### config.mk
export PLATFORM = sky130hd
export DESIGN_NAME = fir_controller
export DESIGN_NICKNAME = d
export VERILOG_FILES = /design/src/rtl/fir_pkg.sv /design/src/rtl/fir_controller.sv
export SDC_FILE = /design/constraint.sdc
export NUM_CORES = 1
export LEC_CHECK = 0
export ABC_AREA = 1
export BUFFER_PORTS_ARGS = -buffer_cell sky130_fd_sc_hd__buf_4
export CORE_MARGIN = 2
export CORE_UTILIZATION = 45
export DETAILED_ROUTE_END_ITERATION = 7
export GPL_ROUTABILITY_DRIVEN = 0
export PLACE_DENSITY_LB_ADDON = 0.2
export SYNTH_ARGS = -nofsm -noshare
export SYNTH_HDL_FRONTEND = slang
export SYNTH_SLANG_ARGS = --single-unit
### constraint.sdc
create_clock -name clk -period 1.3 [get_ports clk]
set_input_delay 0.13 -clock clk [delete_from_list [all_inputs] [get_ports clk]]
set_output_delay 0.13 -clock clk [all_outputs]
set_load 0.01 [all_outputs]
### src/rtl/fir_pkg.sv
// Shared types for the 4-tap FIR sequencer: ALU opcodes, register map, FSM states.
package fir_pkg;

    localparam int FIR_REG_ADDR_W = 4;
    localparam int FIR_OP_W       = 3;

    typedef enum logic [FIR_OP_W-1:0] {
        OP_NOP   = 3'd0,
        OP_COPY  = 3'd1,
        OP_LOAD1 = 3'd2,
        OP_LOAD2 = 3'd3,
        OP_ADD   = 3'd4,
        OP_SUB   = 3'd5,
        OP_MUL   = 3'd6
    } op_t;

    typedef logic [FIR_REG_ADDR_W-1:0] reg_idx_t;

    localparam reg_idx_t R_ACC = 4'd0;
    localparam reg_idx_t R_S1  = 4'd1;
    localparam reg_idx_t R_S2  = 4'd2;
    localparam reg_idx_t R_S3  = 4'd3;
    localparam reg_idx_t R_S4  = 4'd4;
    localparam reg_idx_t R_NEW = 4'd5;
    localparam reg_idx_t R_F0  = 4'd6;
    localparam reg_idx_t R_F1  = 4'd7;
    localparam reg_idx_t R_F2  = 4'd8;
    localparam reg_idx_t R_F3  = 4'd9;
    localparam reg_idx_t R_TMP = 4'd10;

    typedef enum logic [4:0] {
        IDLE, STORE, ZERO,
        SORT1, SORT2, SORT3, SORT4,
        MUL1, ADD1, MUL2, SUB2, MUL3, ADD3, MUL4, SUB4,
        EIDLE,
        LOADC0, LOADC1, LOADC2, LOADC3,
        WAITC0, WAITC1, WAITC2
    } state_t;

    typedef struct packed {
        op_t      op;
        reg_idx_t src1;
        reg_idx_t src2;
        reg_idx_t dest;
    } alu_cmd_t;

    function automatic alu_cmd_t alu_cmd(op_t o, reg_idx_t a, reg_idx_t b, reg_idx_t d);
        alu_cmd_t c;
        c.op   = o;
        c.src1 = a;
        c.src2 = b;
        c.dest = d;
        return c;
    endfunction

endpackage

### src/rtl/fir_controller.sv
// Moore sequencer for the 4-tap FIR datapath: sample MAC program and coefficient loading.
// Build option: FIR_OVF_CHECK_EN makes ALU overflow during accumulation abort to EIDLE.
module fir_controller
    import fir_pkg::*;
#(
    parameter int REG_ADDR_W = FIR_REG_ADDR_W,
    parameter int OP_W       = FIR_OP_W
) (
    input  logic                  clk,
    input  logic                  n_reset,
    input  logic                  dr,
    input  logic                  lc,
    input  logic                  overflow,
    output logic                  cnt_up,
    output logic                  clear,
    output logic                  modwait,
    output logic [OP_W-1:0]       op,
    output logic [REG_ADDR_W-1:0] src1,
    output logic [REG_ADDR_W-1:0] src2,
    output logic [REG_ADDR_W-1:0] dest,
    output logic                  err
);

    state_t   state;
    state_t   next_state;
    alu_cmd_t cmd;
    logic     ovf_abort;

`ifdef FIR_OVF_CHECK_EN
    assign ovf_abort = overflow;
`else
    logic unused_overflow;
    assign unused_overflow = overflow;
    assign ovf_abort       = 1'b0;
`endif

    always_ff @(posedge clk or negedge n_reset) begin
        if (!n_reset) begin
            state <= IDLE;
        end else begin
            state <= next_state;
        end
    end

    // Outputs depend on state only; inputs steer next_state alone.
    always_comb begin
        next_state = state;
        cmd        = alu_cmd(OP_NOP, R_ACC, R_ACC, R_ACC);
        cnt_up     = 1'b0;
        clear      = 1'b0;
        modwait    = 1'b0;
        err        = 1'b0;
        case (state)
            IDLE: begin
                if (dr) begin
                    next_state = STORE;
                end else if (lc) begin
                    next_state = LOADC0;
                end
            end
            STORE: begin
                modwait    = 1'b1;
                cmd        = alu_cmd(OP_LOAD1, R_ACC, R_ACC, R_NEW);
                next_state = dr ? ZERO : EIDLE;
            end
            ZERO: begin
                modwait    = 1'b1;
                cnt_up     = 1'b1;
                cmd        = alu_cmd(OP_SUB, R_ACC, R_ACC, R_ACC);
                next_state = SORT1;
            end
            SORT1: begin
                modwait    = 1'b1;
                cmd        = alu_cmd(OP_COPY, R_S2, R_ACC, R_S1);
                next_state = SORT2;
            end
            SORT2: begin
                modwait    = 1'b1;
                cmd        = alu_cmd(OP_COPY, R_S3, R_ACC, R_S2);
                next_state = SORT3;
            end
            SORT3: begin
                modwait    = 1'b1;
                cmd        = alu_cmd(OP_COPY, R_S4, R_ACC, R_S3);
                next_state = SORT4;
            end
            SORT4: begin
                modwait    = 1'b1;
                cmd        = alu_cmd(OP_COPY, R_NEW, R_ACC, R_S4);
                next_state = MUL1;
            end
            MUL1: begin
                modwait    = 1'b1;
                cmd        = alu_cmd(OP_MUL, R_S1, R_F0, R_TMP);
                next_state = ADD1;
            end
            ADD1: begin
                modwait    = 1'b1;
                cmd        = alu_cmd(OP_ADD, R_ACC, R_TMP, R_ACC);
                next_state = ovf_abort ? EIDLE : MUL2;
            end
            MUL2: begin
                modwait    = 1'b1;
                cmd        = alu_cmd(OP_MUL, R_S2, R_F1, R_TMP);
                next_state = SUB2;
            end
            SUB2: begin
                modwait    = 1'b1;
                cmd        = alu_cmd(OP_SUB, R_ACC, R_TMP, R_ACC);
                next_state = ovf_abort ? EIDLE : MUL3;
            end
            MUL3: begin
                modwait    = 1'b1;
                cmd        = alu_cmd(OP_MUL, R_S3, R_F2, R_TMP);
                next_state = ADD3;
            end
            ADD3: begin
                modwait    = 1'b1;
                cmd        = alu_cmd(OP_ADD, R_ACC, R_TMP, R_ACC);
                next_state = ovf_abort ? EIDLE : MUL4;
            end
            MUL4: begin
                modwait    = 1'b1;
                cmd        = alu_cmd(OP_MUL, R_S4, R_F3, R_TMP);
                next_state = SUB4;
            end
            SUB4: begin
                modwait    = 1'b1;
                cmd        = alu_cmd(OP_SUB, R_ACC, R_TMP, R_ACC);
                next_state = ovf_abort ? EIDLE : IDLE;
            end
            EIDLE: begin
                err = 1'b1;
                if (dr) begin
                    next_state = STORE;
                end
            end
            // Only the first coefficient load restarts the sample counter.
            LOADC0: begin
                modwait    = 1'b1;
                clear      = 1'b1;
                cmd        = alu_cmd(OP_LOAD2, R_ACC, R_ACC, R_F0);
                next_state = WAITC0;
            end
            WAITC0: begin
                if (lc) begin
                    next_state = LOADC1;
                end
            end
            LOADC1: begin
                modwait    = 1'b1;
                cmd        = alu_cmd(OP_LOAD2, R_ACC, R_ACC, R_F1);
                next_state = WAITC1;
            end
            WAITC1: begin
                if (lc) begin
                    next_state = LOADC2;
                end
            end
            LOADC2: begin
                modwait    = 1'b1;
                cmd        = alu_cmd(OP_LOAD2, R_ACC, R_ACC, R_F2);
                next_state = WAITC2;
            end
            WAITC2: begin
                if (lc) begin
                    next_state = LOADC3;
                end
            end
            LOADC3: begin
                modwait    = 1'b1;
                cmd        = alu_cmd(OP_LOAD2, R_ACC, R_ACC, R_F3);
                next_state = IDLE;
            end
            default: begin
                next_state = IDLE;
            end
        endcase
    end

    assign op   = OP_W'(cmd.op);
    assign src1 = REG_ADDR_W'(cmd.src1);
    assign src2 = REG_ADDR_W'(cmd.src2);
    assign dest = REG_ADDR_W'(cmd.dest);

endmodule
==> summary.txt, run 1 <==
Clock tree
  – # Post-CTS Setup Buffers: 14
  – # resized after CTS: 45
  – Root buf cell: clkbuf_4
  – Hold_buf cts: 1
  – Max clock buf depth: 2
  – CTS Buf Count: 3
  – CTS HTree Levels: 1
  – Clock sink total: 5

Yosys
  – Cell variety after synth: 21
  – Syn_nets: 145
  – Mapped cell area: 747 µm²
  – FF+latch count, synth: 5
  – Ys Warns: 0
  – Synth Area per Inst: 5.34 µm²
  – Primary FF master, synth: dfrtp_1
  – EDFF count, synth: 0
  – Asr flop ratio synth: 100%
  – Syn Inst Count: 140
  – Sequential-to-total area share from yosys stat: around 17%

Die
  – Die H: between 40 and 50 µm
  – Num rows: 14
  – IO Count: 24
  – Initial Util: 49.0%
  – Die width: 44.7 µm

Placement
  – Post-placement cell count: 209
  – DP HPWL: around 2.3 mm
  – PortBufs: 21
  – Setup WS pre-CTS: -0.203 ns

Outcome
  – Failed at: clock tree synthesis
  – Run status: did not finish
  – First error: [ERROR DPL-0033] detailed placement checks failed during check placement.
-- kinds of logic after synthesis --
logic type / count (synthesis) / share of synthesized area (%)
buffers and inverters: 21 / 12.6
flip-flops: 5 / 16.8
AO/OA/AOI/OAI: 14 / 10.4
other: 1 / 0.502
AND/OR/NAND/NOR: 99 / 59.8
-- Yosys cell counts (2+ instances only) --
master | count | area, µm²
a21oi_1 | 2 | 10.0
buf_4 | 2 | 15.0
dfrtp_1 | 5 | 125
inv_1 | 13 | 48.8
inv_2 | 5 | 18.8
nand2_1 | 36 | 135
nand2_2 | 6 | 37.5
nand3_1 | 14 | 70.1
nand4_1 | 3 | 18.8
nor2_1 | 27 | 101
nor2_2 | 6 | 37.5
nor3_1 | 5 | 25.0
o21ai_0 | 7 | 35.0
o21ai_1 | 2 | 10.0
-- through the flow --
| stage | instance area [µm²] | util (%) |
|---|---|---|
| after floorplan | 811 | - |
| after detailed placement | 1220 | 80.1 |
| after global placement | 1220 | 80.1 |
==> inputs of run 2 (changes only) <==
--- a/config.mk
+++ b/config.mk
@@ -7,11 +7,11 @@
 export LEC_CHECK = 0
 export ABC_AREA = 1
 export BUFFER_PORTS_ARGS = -buffer_cell sky130_fd_sc_hd__buf_4
-export CORE_MARGIN = 2
-export CORE_UTILIZATION = 45
+export CORE_AREA = 2 2 63 65
 export DETAILED_ROUTE_END_ITERATION = 7
+export DIE_AREA = 0 0 65 67
 export GPL_ROUTABILITY_DRIVEN = 0
-export PLACE_DENSITY_LB_ADDON = 0.2
+export PLACE_DENSITY_LB_ADDON = 0.15
 export SYNTH_ARGS = -nofsm -noshare
 export SYNTH_HDL_FRONTEND = slang
 export SYNTH_SLANG_ARGS = --single-unit
==> constraint.sdc (replaced) <==
create_clock -name clk -period 1.7 [get_ports clk]
set_input_delay 0.17 -clock clk [delete_from_list [all_inputs] [get_ports clk]]
set_output_delay 0.17 -clock clk [all_outputs]
set_load 0.01 [all_outputs]
==> summary.txt, run 2 <==
Outcome
  – Run status: complete, but fails checks
  – Violated checks: setup timing

Timing
  – Max Freq: 583 MHz
  – Post-route setup slack: -0.0160 ns
  – Worst Skew: 0.0000595 ns
  – RSZ-0062 raised after global routing: true
  – Period minus WS final: 1.72 ns
  – Final hold violations: 0
  – Final period utilization: 101%
  – Final setup fails: 2
  – Final Slew Violations: 0
  – Final setup TNS: -0.0240 ns

Placement
  – Setup WS pre-CTS: 0.0994 ns (+0.302 ns)
  – DP HPWL: 2.06 mm (-11%)
  – Post-placement cell count: 217 (+3.8%)
  – PortBufs: 21 (unchanged)

Power and ir drop
  – Net Sw Power: 1.41 mW
  – Clk pwr share: 7.6%
  – Peak VDD IR: 493 µV
  – Pleak: 0.721 nW
  – Power Dens Cells: 2170 nW/µm²
  – Power, Total: 2.81 mW
  – Comb pwr share: 80.9%
  – Pint: around 1.4 mW
  – Sequential share of power: a little under an eighth
  – Sw Share: 50.1%

Global routing
  – Gr usage total: approximately 12%
  – Number of global-route vias before repair: between 900 and 1k
  – Largest net degree at the start of global routing: 8
  – First-pass GRT wire length: 4.17 mm
  – Initial antenna violation count: 0
  – Total gr overflow: 0

Clock tree
  – Clock sink total: 5 (unchanged)
  – CTS HTree Levels: 1 (unchanged)
  – Root buf cell: clkbuf_8
  – CTS Buf Count: 3 (unchanged)
  – Worst-skew pair later-pin latency: 0.22 ns
  – CTS tree: built
  – Max clock buf depth: 2 (unchanged)
  – Clk slew on worst S/H paths: 0.03 ns

Yosys
  – Yosys top cell area share: 18.1% (unchanged)
  – Synth top cells by count: nand2_1, nor2_1, nand3_1, inv_1, o21ai_0
  – Cell variety after synth: 21 (unchanged)
  – FF+latch count, synth: 5 (unchanged)
  – Post-synth top area cell: nand2_1
  – Top cells by area, synth: nand2_1, dfrtp_1, nor2_1, nand3_1, inv_1
  – Syn_nets: 145 (unchanged)
  – Most frequent cell after synthesis: nand2_1
  – Ys Warns: 0 (unchanged)
  – Mapped cell area: 747 µm² (unchanged)
  – Synth Area per Inst: 5.34 µm² (unchanged)
  – Primary FF master, synth: dfrtp_1
  – EDFF count, synth: 0 (unchanged)
  – Asr flop ratio synth: 100% (unchanged)
  – Syn Inst Count: 140 (unchanged)
  – Sequential-to-total area share from yosys stat: 16.8% (unchanged)

Detailed routing
  – Drt wl/cell: 11.6 µm
  – Iter 0 DRT Violations: 62
  – DR vias: ~1.1k
  – Vias per Instance: ~4.5
  – DRT Pass-1 Iters: 4
  – Drt drc: 0
  – DRT antenna net count: 0
  – WL final: 2.71 mm

Critical path
  – Worst Setup Start Kind: flip-flop
  – CP peak stage delay: around 0.46 ns
  – Crit path DAT: 1.55 ns
  – Worst path buffer plus inverter count: 2
  – Reg2Reg Setup Slack: between 0.1 and 0.15 ns
  – Crit Path Max Fanout: 5
  – Critical Path End Type: primary output
  – Worst Path Required: around 1.5 ns
  – CP max stage cell: dfrtp_2
  – CP Cell Sequence: nor2_2 > nand2_2 > nor2_1 > a21oi_2 > buf_4 > o21ai_0 > buf_4
  – Crit path kind: flip-flop to primary output
  – Cell mode on critical path: buf_4
  – Family with the most delay on the worst path: flip-flops

Layout
  – Biggest regs: state: 5 flops
  – Reg with most FFs: state
  – N_diodes: 0
  – Layout Nets: ~190
  – Highest-count cells in the layout ignoring fill and taps: buf_4, nand2_1, nor2_1
  – P&R area growth vs syn: 73.2%
  – Most common cell after layout, fill and taps aside: buf_4
  – Layout cells sized above 1: ~50%
  – Finished Layout Cells: 233
  – Largest register FFs: 5

Flow run
  – Max-Cap Viols: 0

Die
  – Die width: 65 µm (+45%)
  – IO Count: 24 (unchanged)
  – Die ar.: 4360 µm²
  – Die H: 67 µm (+50%)
  – Total core area: around 3600 µm²
  – Initial Util: 20.7% (-28 points)
  – Num rows: 22 (+8)

Worst hold path
  – Hold Path Class: input port to async pin
## run 2: area by class of cell
| cell class | instances | area (µm²) |
|---|---|---|
| sequential | 5 | 131 |
| timing repair buffer | 44 | 352 |
| fill | 387 | 2310 |
| clock buffer | 4 | 45.0 |
| inverter | 18 | 72.6 |
| multi-input combinational | 114 | 633 |
| tap | 48 | 60.1 |
## run 2: what timing repair did
item / 4_1_cts / 5_1_grt
hold buffers: 1 / 0
endpoints found under the hold margin: 5 / 0
resized for setup: 18 / 25
pin swaps: 5 / 13
endpoints found under the setup margin: 8 / 10
buffers inserted: 4 / 7
## run 2: cell families after synthesis
| logic type | count (synthesis) | share of synthesized area (%) |
|---|---|---|
| buf+inv | 21 | 12.6 |
| flops | 5 | 16.8 |
| other cells | 1 | 0.502 |
| compound gates | 14 | 10.4 |
| simple gates | 99 | 59.8 |
## run 2: worst reg2reg max path, stage by stage (launching register included)
cell	delay, ns
dfrtp_2	0.48
nor2_4	0.20
nand2_2	0.09
buf_4	0.14
buf_4	0.12
nor2_2	0.11
nand2_2	0.10
inv_1	0.06
a21oi_1	0.04
nand2_1	0.06
nand2_1	0.05
## run 2: path summary, 6_finish.rpt
| path | end | start | depth (start not counted) |
|---|---|---|---|
| max | src1[1] | state[0] | 7 |
| min | state[4] | n_reset | 2 |
| max reg2reg | state[4] | state[4] | 10 |
| min reg2reg | state[0] | state[0] | 2 |
| max in group asynchronous | state[3] | n_reset | 2 |
| min in group clk | state[1] | lc | 3 |
## run 2: power groups by stage
stage | clock network [mW] | registers, mW | logic (mW)
CTS | 0.222 | 0.300 | 1.97
global placement | 0 | 0.294 | 1.83
detailed placement | 0 | 0.288 | 1.81
finish | 0.215 | 0.323 | 2.28
floorplan | 0 | 0.238 | 1.07
global route | 0.225 | 0.332 | 2.48
## run 2: per-layer routing
layer  routed length, µm  GRT usage (%)  share of wire (%)  up-vias
met3                 132           2.03                4.9        8
met4                  57           5.05                2.1        0
met5                   0              0                  0        -
li1                    -              -                  -      532
met1                1180           14.8                 43      472
met2                1350           20.7                 50       38
## run 2: stage by stage
stage / utilization [%] / cell area [µm²] / hold slack, ns
after global placement: 28.3 / 1020 / -0.0283
final: 35.9 / 1290 / 0.289
after global routing: 35.9 / 1290 / 0.307
after detailed placement: 28.3 / 1020 / -0.0264
after floorplan: - / 747 / -0.126
after CTS: 32.2 / 1160 / 0.284
(Power assumes the default switching activity.)
